===== src/rtl/regfile_wb_arb_if.sv =====
// Writeback bus between the two writeback requesters (A = ALU, B = load),
// the arbiter, and the register-file write port.
// Optional read-forwarding signals exist only when REGFILE_FWD_EN is defined.
interface regfile_wb_arb_if #(
  parameter int XLEN = 32,
  parameter int NREG = 32
);
  localparam int RW = $clog2(NREG);

  logic            a_valid;
  logic [RW-1:0]   a_rd;
  logic [XLEN-1:0] a_wd;
  logic            a_ready;

  logic            b_valid;
  logic [RW-1:0]   b_rd;
  logic [XLEN-1:0] b_wd;
  logic            b_ready;

  logic            we;
  logic [RW-1:0]   rd;
  logic [XLEN-1:0] wd;
  logic            init_busy;

`ifdef REGFILE_FWD_EN
  logic [RW-1:0]   rs1, rs2;
  logic [XLEN-1:0] rrs1_in, rrs2_in;
  logic [XLEN-1:0] rrs1_fwd, rrs2_fwd;

  modport master (
    output a_valid, a_rd, a_wd, b_valid, b_rd, b_wd, rs1, rs2, rrs1_in, rrs2_in,
    input  a_ready, b_ready, we, rd, wd, init_busy, rrs1_fwd, rrs2_fwd
  );
  modport slave (
    input  a_valid, a_rd, a_wd, b_valid, b_rd, b_wd, rs1, rs2, rrs1_in, rrs2_in,
    output a_ready, b_ready, we, rd, wd, init_busy, rrs1_fwd, rrs2_fwd
  );
`else
  modport master (
    output a_valid, a_rd, a_wd, b_valid, b_rd, b_wd,
    input  a_ready, b_ready, we, rd, wd, init_busy
  );
  modport slave (
    input  a_valid, a_rd, a_wd, b_valid, b_rd, b_wd,
    output a_ready, b_ready, we, rd, wd, init_busy
  );
`endif
endinterface


===== src/rtl/regfile_wb_arb.sv =====
// Register-file writeback arbiter.
// After reset it clears every register (INIT), then round-robins between the
// ALU (A) and load (B) writeback ports, one registered write per cycle.
// x0 is never written after the clear.
// Optional macro REGFILE_FWD_EN adds read forwarding from the registered write
// port, covering the cycle between acceptance and commit.
module regfile_wb_arb #(
  parameter int XLEN = 32,
  parameter int NREG = 32
) (
  input  logic             CLK,
  input  logic             RST_X,
  regfile_wb_arb_if.slave  bus
);
  localparam int RW = $clog2(NREG);

  typedef enum logic {INIT, RUN} state_t;

  typedef struct packed {
    logic            we;
    logic [RW-1:0]   rd;
    logic [XLEN-1:0] wd;
  } wb_t;

  state_t        state, state_nx;
  logic [RW-1:0] cnt, cnt_nx;
  logic          rr_b, rr_b_nx;   // 1: last grant went to B, so A is favoured
  wb_t           wb_q, wb_nx;
  logic          a_gnt, b_gnt;

  // State, clear counter, round-robin pointer and registered write port.
  always_ff @(posedge CLK or posedge RST_X) begin
    if (RST_X) begin
      state <= INIT;
      cnt   <= '0;
      rr_b  <= 1'b1;
      wb_q  <= '0;
    end else begin
      state <= state_nx;
      cnt   <= cnt_nx;
      rr_b  <= rr_b_nx;
      wb_q  <= wb_nx;
    end
  end

  // Next state, grants and next write. Idle cycles hold rd/wd and drop we;
  // an accepted write to x0 is swallowed the same way.
  always_comb begin
    state_nx = state;
    cnt_nx   = cnt;
    rr_b_nx  = rr_b;
    wb_nx    = wb_q;
    wb_nx.we = 1'b0;
    a_gnt    = 1'b0;
    b_gnt    = 1'b0;
    case (state)
      INIT: begin
        wb_nx  = '{we: 1'b1, rd: cnt, wd: '0};
        cnt_nx = cnt + 1'b1;
        if (cnt == RW'(NREG - 1)) state_nx = RUN;
      end
      RUN: begin
        a_gnt = bus.a_valid && (!bus.b_valid || rr_b);
        b_gnt = bus.b_valid && !a_gnt;
        if (a_gnt) begin
          rr_b_nx = 1'b0;
          if (bus.a_rd != '0) wb_nx = '{we: 1'b1, rd: bus.a_rd, wd: bus.a_wd};
        end else if (b_gnt) begin
          rr_b_nx = 1'b1;
          if (bus.b_rd != '0) wb_nx = '{we: 1'b1, rd: bus.b_rd, wd: bus.b_wd};
        end
      end
    endcase
  end

  assign bus.a_ready   = a_gnt;
  assign bus.b_ready   = b_gnt;
  assign bus.we        = wb_q.we;
  assign bus.rd        = wb_q.rd;
  assign bus.wd        = wb_q.wd;
  assign bus.init_busy = (state == INIT);

`ifdef REGFILE_FWD_EN
  // Bypass the not-yet-committed write onto the read ports; x0 never forwards.
  assign bus.rrs1_fwd = (wb_q.we && bus.rs1 != '0 && wb_q.rd == bus.rs1) ? wb_q.wd : bus.rrs1_in;
  assign bus.rrs2_fwd = (wb_q.we && bus.rs2 != '0 && wb_q.rd == bus.rs2) ? wb_q.wd : bus.rrs2_in;
`endif

endmodule


===== src/flat_wrapper.sv =====
// flat-port wrapper written by rule: the top's interface ports become plain ports
module regfile_wb_arb_flat 
#(
  parameter int XLEN = 32,
  parameter int NREG = 32
)
  (CLK, RST_X, bus_a_valid, bus_a_rd, bus_a_wd, bus_b_valid, bus_b_rd, bus_b_wd, bus_a_ready, bus_b_ready, bus_we, bus_rd, bus_wd, bus_init_busy);
  regfile_wb_arb_if #(.XLEN(XLEN), .NREG(NREG)) bus_i ();
  input  logic CLK;
  input  logic RST_X;
  input wire logic [$bits(bus_i.a_valid)-1:0] bus_a_valid;
  input wire logic [$bits(bus_i.a_rd)-1:0] bus_a_rd;
  input wire logic [$bits(bus_i.a_wd)-1:0] bus_a_wd;
  input wire logic [$bits(bus_i.b_valid)-1:0] bus_b_valid;
  input wire logic [$bits(bus_i.b_rd)-1:0] bus_b_rd;
  input wire logic [$bits(bus_i.b_wd)-1:0] bus_b_wd;
  output wire logic [$bits(bus_i.a_ready)-1:0] bus_a_ready;
  output wire logic [$bits(bus_i.b_ready)-1:0] bus_b_ready;
  output wire logic [$bits(bus_i.we)-1:0] bus_we;
  output wire logic [$bits(bus_i.rd)-1:0] bus_rd;
  output wire logic [$bits(bus_i.wd)-1:0] bus_wd;
  output wire logic [$bits(bus_i.init_busy)-1:0] bus_init_busy;
  assign bus_i.a_valid = bus_a_valid;
  assign bus_i.a_rd = bus_a_rd;
  assign bus_i.a_wd = bus_a_wd;
  assign bus_i.b_valid = bus_b_valid;
  assign bus_i.b_rd = bus_b_rd;
  assign bus_i.b_wd = bus_b_wd;
  assign bus_a_ready = bus_i.a_ready;
  assign bus_b_ready = bus_i.b_ready;
  assign bus_we = bus_i.we;
  assign bus_rd = bus_i.rd;
  assign bus_wd = bus_i.wd;
  assign bus_init_busy = bus_i.init_busy;
  regfile_wb_arb #(.XLEN(XLEN), .NREG(NREG)) u_core (.CLK(CLK), .RST_X(RST_X), .bus(bus_i));
endmodule

===== config.mk =====
export PLATFORM = sky130hd
export DESIGN_NAME = regfile_wb_arb_flat
export DESIGN_NICKNAME = d
export VERILOG_FILES = /design/src/rtl/regfile_wb_arb_if.sv /design/src/rtl/regfile_wb_arb.sv /design/src/flat_wrapper.sv
export SDC_FILE = /design/constraint.sdc
export NUM_CORES = 1
export LEC_CHECK = 0
export ABC_AREA = 1
export CAP_MARGIN = 25
export CORE_MARGIN = 4
export CORE_UTILIZATION = 37
export DETAILED_ROUTE_END_ITERATION = 8
export PLACE_DENSITY_LB_ADDON = 0.12
export SLEW_MARGIN = 15
export SYNTH_ARGS = -nofsm -noshare
export SYNTH_HDL_FRONTEND = slang
export SYNTH_SLANG_ARGS = --single-unit

===== constraint.sdc =====
create_clock -name CLK -period 1.4 [get_ports CLK]
set_clock_uncertainty 0.1 [all_clocks]
set_input_delay 0.28 -clock CLK [delete_from_list [all_inputs] [get_ports CLK]]
set_output_delay 0.28 -clock CLK [all_outputs]
set_load 0.01 [all_outputs]

# Yosys cells after proc, flatten, opt, wreduce, memory -nomap -nowiden
# Cells that the tools add are included.
word_totals:
  regBits: 45
  inputBits: 78
  out_inout_bits: 41
  elab_cells: 33
classes:
  add_sub_neg: 1
  eq_ne: 4
  muxes: 11
  bitwise: 1
  reduce_logical: 10
ops:
  columns: ["cell", "count"]
  rows:
  - ["38-bit 2-to-1 mux", 4]
  - ["38-bit one-hot mux with 2 select lines", 1]
  - ["5-bit nonzero test", 2]
  - ["3-bit inequality test (second input constant)", 3]
  - ["1-bit 2-to-1 mux", 6]
  - ["5-bit by 1-bit adder with 5-bit output (second input constant)", 1]
  - ["5-bit == test (second input constant)", 1]
  - ["3-bit AND reduction", 1]
  - ["1-bit logical AND", 2]
  - ["1-bit zero test", 2]
  - ["2-bit AND reduction", 1]
  - ["2-bit nonzero test", 1]
  - ["1-bit logical OR", 1]
  - ["1-bit NOT", 1]

# Longest topological paths before layout
logic_depth:
  word_depth: 8
  ltp_mapped: 8
  ltp_nobuf: 6

# Worst setup path before layout
# Ideal clock, no wire load.
synth_path:
  path_type: "register to output"
  from: "register u_core.rr_b"
  to: "output port bus_a_ready"
  arrival_ns: 1.065
  required_ns: 1.020
  path_slack_ns: -0.045
  stages_incl_launch_ff: 5
  path_buffers: 1
  cell_sequence: "dfstp_2 inv_2 a21oi_2 buf_4 and2_1"
synth_between:
  elab_chain_cells: 3
synth_rtl:
  columns: ["element", "line", "source"]
  rows:
  - ["start: declaration", "regfile_wb_arb.sv:27", "logic rr_b, rr_b_nx;"]
  - ["start signal: assignment", "regfile_wb_arb.sv:41", "rr_b <= rr_b_nx;"]
  - ["1-bit logical OR", "regfile_wb_arb.sv:63", "a_gnt = bus.a_valid && (!bus.b_valid || rr_b);"]
  - ["1-bit logical AND", "regfile_wb_arb.sv:63", null]
  - ["1-bit 2-to-1 mux", "regfile_wb_arb.sv:56", "case (state)"]
  - ["end: declaration", "flat_wrapper.sv:17", "output wire logic [$bits(bus_i.a_ready)-1:0] bus_a_ready;"]
# Every way passes these cells.

# Final worst setup path
layout_path:
  from: "register u_core.rr_b"
  to: "output port bus_b_ready"
layout_between:
  elab_chain_cells: 5
layout_rtl:
  columns: ["element", "line", "source"]
  rows:
  - ["1-bit logical OR", "regfile_wb_arb.sv:63", null]
  - ["1-bit logical AND", "regfile_wb_arb.sv:63", null]
  - ["1-bit zero test", "regfile_wb_arb.sv:64", "b_gnt = bus.b_valid && !a_gnt;"]
  - ["1-bit logical AND", "regfile_wb_arb.sv:64", null]
  - ["1-bit 2-to-1 mux", "regfile_wb_arb.sv:56", null]
  - ["end: declaration", "flat_wrapper.sv:18", "output wire logic [$bits(bus_i.b_ready)-1:0] bus_b_ready;"]
# Every way passes these cells.

==> summary.md <==
| Metric | Value |
|---|---|
| Final hold vios | `0` |
| CP Capture Type | `output port` |
| Antenna violations before repair | `0` |
| Post-synth EDFFs | `0` |
| Critical-path cell list | `buf_4, a21boi_4, nand2_2, inv_2, buf_2` |
| Hold Path Class | `in2async` |
| Min Tclk post-route | `1.70 ns` |
| Vias in the first global route | `2,931` |
| Post-Syn Nets | `428` |
| Slowest CP cell | `dfstp_2` |
| # rows | `30` |
| Detailed Place HPWL | `a little under 6 mm` |
| Pleak | `2.25 nW` |
| RSZ-0062 raised after global routing | `yes` |
| CP bufs+invs | `3` |
| Worst-Margin Slew | `0.394 ns` |
| Area grow syn2layout | `73.1%` |
| DR vias/cell | `5.14` |
| FF/Latch Area | `about 0.0011 mm2` |
| GR Overflow Total | `0` |
| Total power draw | `4.01 mW` |
| Port bufs | `118` |
| Yosys warnings | `0` |
| Met3 usage in global routing | `0.0431` |
| Post-synth ARST share | `1.00` |
| Routability cong. | `0.786` |
| Syn Inst Count | `348` |
| Die height | `about 90 um` |
| Fin nets | `569` |
| Top_reg_cell synth | `dfrtp_1` |
| Reg clk slew, reported paths | `~0.09 ns` |
| Routed len/inst | `16.3 um` |
| Multi-input logic area | `0.00129 mm2` |
| Violated checks | `negative setup slack` |
| Final Setup Violations | `40` |
| First-pass GRT wire length | `14.7 mm` |
| CTS Root Cell | `clkbuf_8` |
| Clock insertion delay at the later pin of the skew report | `0.30 ns` |
| Share of post-route cells with drive strength above 1 | `0.163` |
| Final core utilization | `0.655` |
| Diodes inserted | `0` |
| Slew headroom | `0.738` |
| Htree depth | `2` |
| Max cap viols | `0` |
| Maximum clock path buffer count | `2` |
| FILL cells | `580` |
| Kind of critical path | `reg2out` |
| Via count | `between 2,000 and 3,000` |
| Crit path required time | `1.02 ns` |
| Num CTS Buffers | `5` |
| DRT Pass-1 Iters | `4` |
| Setup TNS | `-7.75 ns` |
| Largest net degree at the start of global routing | `43` |
| Seq/Total Area, Yosys | `0.441` |
| Pwr/cell area | `906 mW/mm2` |
| Clk sink count | `45` |
| DRT Wirelength | `roughly 9.3 mm` |
| VDD IR-drop max | `between 0.0004 and 0.0005 V` |
| Top Ports | `around 120` |
| CTS tree | `done` |
| Fin crit share | `1.22` |
| Arrival @ worst endpoint | `roughly 1.3 ns` |
| Die area | `between 0.008 and 0.009 mm2` |
| Netlist Area Pre-Place | `around 0.0026 mm2` |
| All-Layer GR Usage | `0.221` |
| Die W | `around 91 um` |
| Max Clock Freq | `587 MHz` |
| Core ar. | `around 0.0068 mm2` |
| Final ANT Viol Nets | `0` |
| #FFs+latches synth | `45` |
| GR peak layer | `met2` |
| Met2 Use GR | `0.354` |
| Worst setup margin | `-0.304 ns` |
| Crit path max-delay family | `flip-flops` |
| Slew Viols, Final | `0` |
| GR Layer Usage met1 | `0.309` |
| Max FO, Critical Path | `3` |
| Startpoint types | `flip-flop` |
| CP max stage delay | `0.38 ns` |
| Drc violations | `0` |
| Status | `finished, violations left` |
| Synthesized area per cell | `7.35 um2` |
| Starting Density | `0.379` |
| DRT iter0 DRCs | `195` |
| Yosys cell types | `23` |
-- registers in the layout (all words and copies together), names as in the netlist --
signal	count
u_core.bus.rd	5
u_core.bus.wd	32
u_core.bus.we	1
u_core.cnt	5
u_core.rr_b	1
u_core.state	1
-- final cells by class --
class,count,share of cell area
clock inverters,1,0.00678
clock buffers,7,0.0195
flip-flops and latches,45,0.255
repair buffers,164,0.390
multi-input cells,257,0.292
well taps,80,0.0226
inverters,16,0.0147
-- cells in the mapped netlist, drive strengths merged, types with 2 or more instances --
cell type  count  area share
nand2        121        0.18
dfrtp         44        0.43
ha             2      0.0098
inv           15       0.022
o21ai          3      0.0059
buf           24       0.056
nand4         37       0.091
nor2          15       0.022
nand3         72        0.14
clkbuf         6      0.0088
-- layer usage --
layer | vias to the layer above | share of wire
met4 | 0 | 0.0046
li1 | 1450 | -
met3 | 4 | 0.063
met1 | 1380 | 0.44
met5 | - | 0
met2 | 93 | 0.49
-- cells by family after synthesis --
logic type | Yosys count | synth area share
xor+xnor | 2 | 0.00685
fa+ha+maj | 2 | 0.00978
buf+inv | 46 | 0.0881
simple gates | 248 | 0.438
flops | 45 | 0.441
compound gates | 5 | 0.0166
-- worst register-to-register path: cells and delay by family, from the launching register on --
family,cells,cell delay (ns)
flip-flops,1,0.55
buffers and inverters,3,0.54
AND/OR/NAND/NOR,4,0.27
AO/OA/AOI/OAI,1,0.07
-- power breakdown --
group / internal (mW) / total, mW / switching (mW)
registers: 1.48 / 1.57 / 0.0948
clock network: 0.582 / 1.03 / 0.452
logic: 0.765 / 1.40 / 0.639
-- path summary, 6_finish.rpt --
kind	start	end	cells after the start	slack (ns)
max in group asynchronous	RST_X	u_core.bus.wd[26]$_DFFE_PP0P_	3	0.58
hold reg to reg	u_core.bus.wd[8]$_DFFE_PP0P_	u_core.bus.wd[8]$_DFFE_PP0P_	2	0.42
min in group CLK	u_core.bus.wd[8]$_DFFE_PP0P_	u_core.bus.wd[8]$_DFFE_PP0P_	2	0.42
hold / removal	RST_X	u_core.bus.wd[13]$_DFFE_PP0P_	2	0.19
setup reg to reg	u_core.rr_b$_DFFE_PP1P_	u_core.bus.wd[1]$_DFFE_PP0P_	8	-0.23
setup / recovery	u_core.rr_b$_DFFE_PP1P_	bus_b_ready	5	-0.30
-- repair_timing --
item / CTS / global route
endpoints found under the hold margin: 0 / 0
buffers inserted: 6 / 6
endpoints found under the setup margin: 79 / 46
gates cloned: 7 / 2
pin swaps: 1 / 7
gates resized for setup: 82 / 19
hold buffers: 0 / 0
-- placed cells by master, fill, tap and decap left out, drive strengths merged --
master,instances
clkinvlp,1
nand3,72
bufinv,1
nor3,1
o21ai,3
nand4,37
clkdlybuf4s50,75
or2,1
xnor2,1
bufbuf,1
and2,1
dlygate4sd2,38
a21boi,1
clkbuf,9
xor2,1
dfrtp,44
dfstp,1
a21oi,1
clkinv,1
nor2,15
buf,46
inv,14
nand2,121
ha,2
clkdlybuf4s15,2
-- metrics by stage --
| stage | std cells | worst slack (ns) | hold slack, ns | area, um2 |
|---|---|---|---|---|
| finish | 570 | -0.304 | 0.191 | 4430 |
| global route | 570 | -0.331 | 0.207 | 4430 |
| CTS | 563 | -0.279 | 0.194 | 4290 |
| detailed placement | 542 | -0.764 | 0.403 | 3920 |
| global placement | 542 | -0.710 | 0.393 | 3920 |
| floorplan | 348 | -0.0109 | 0.190 | 2580 |
(Power assumes the default switching activity.)
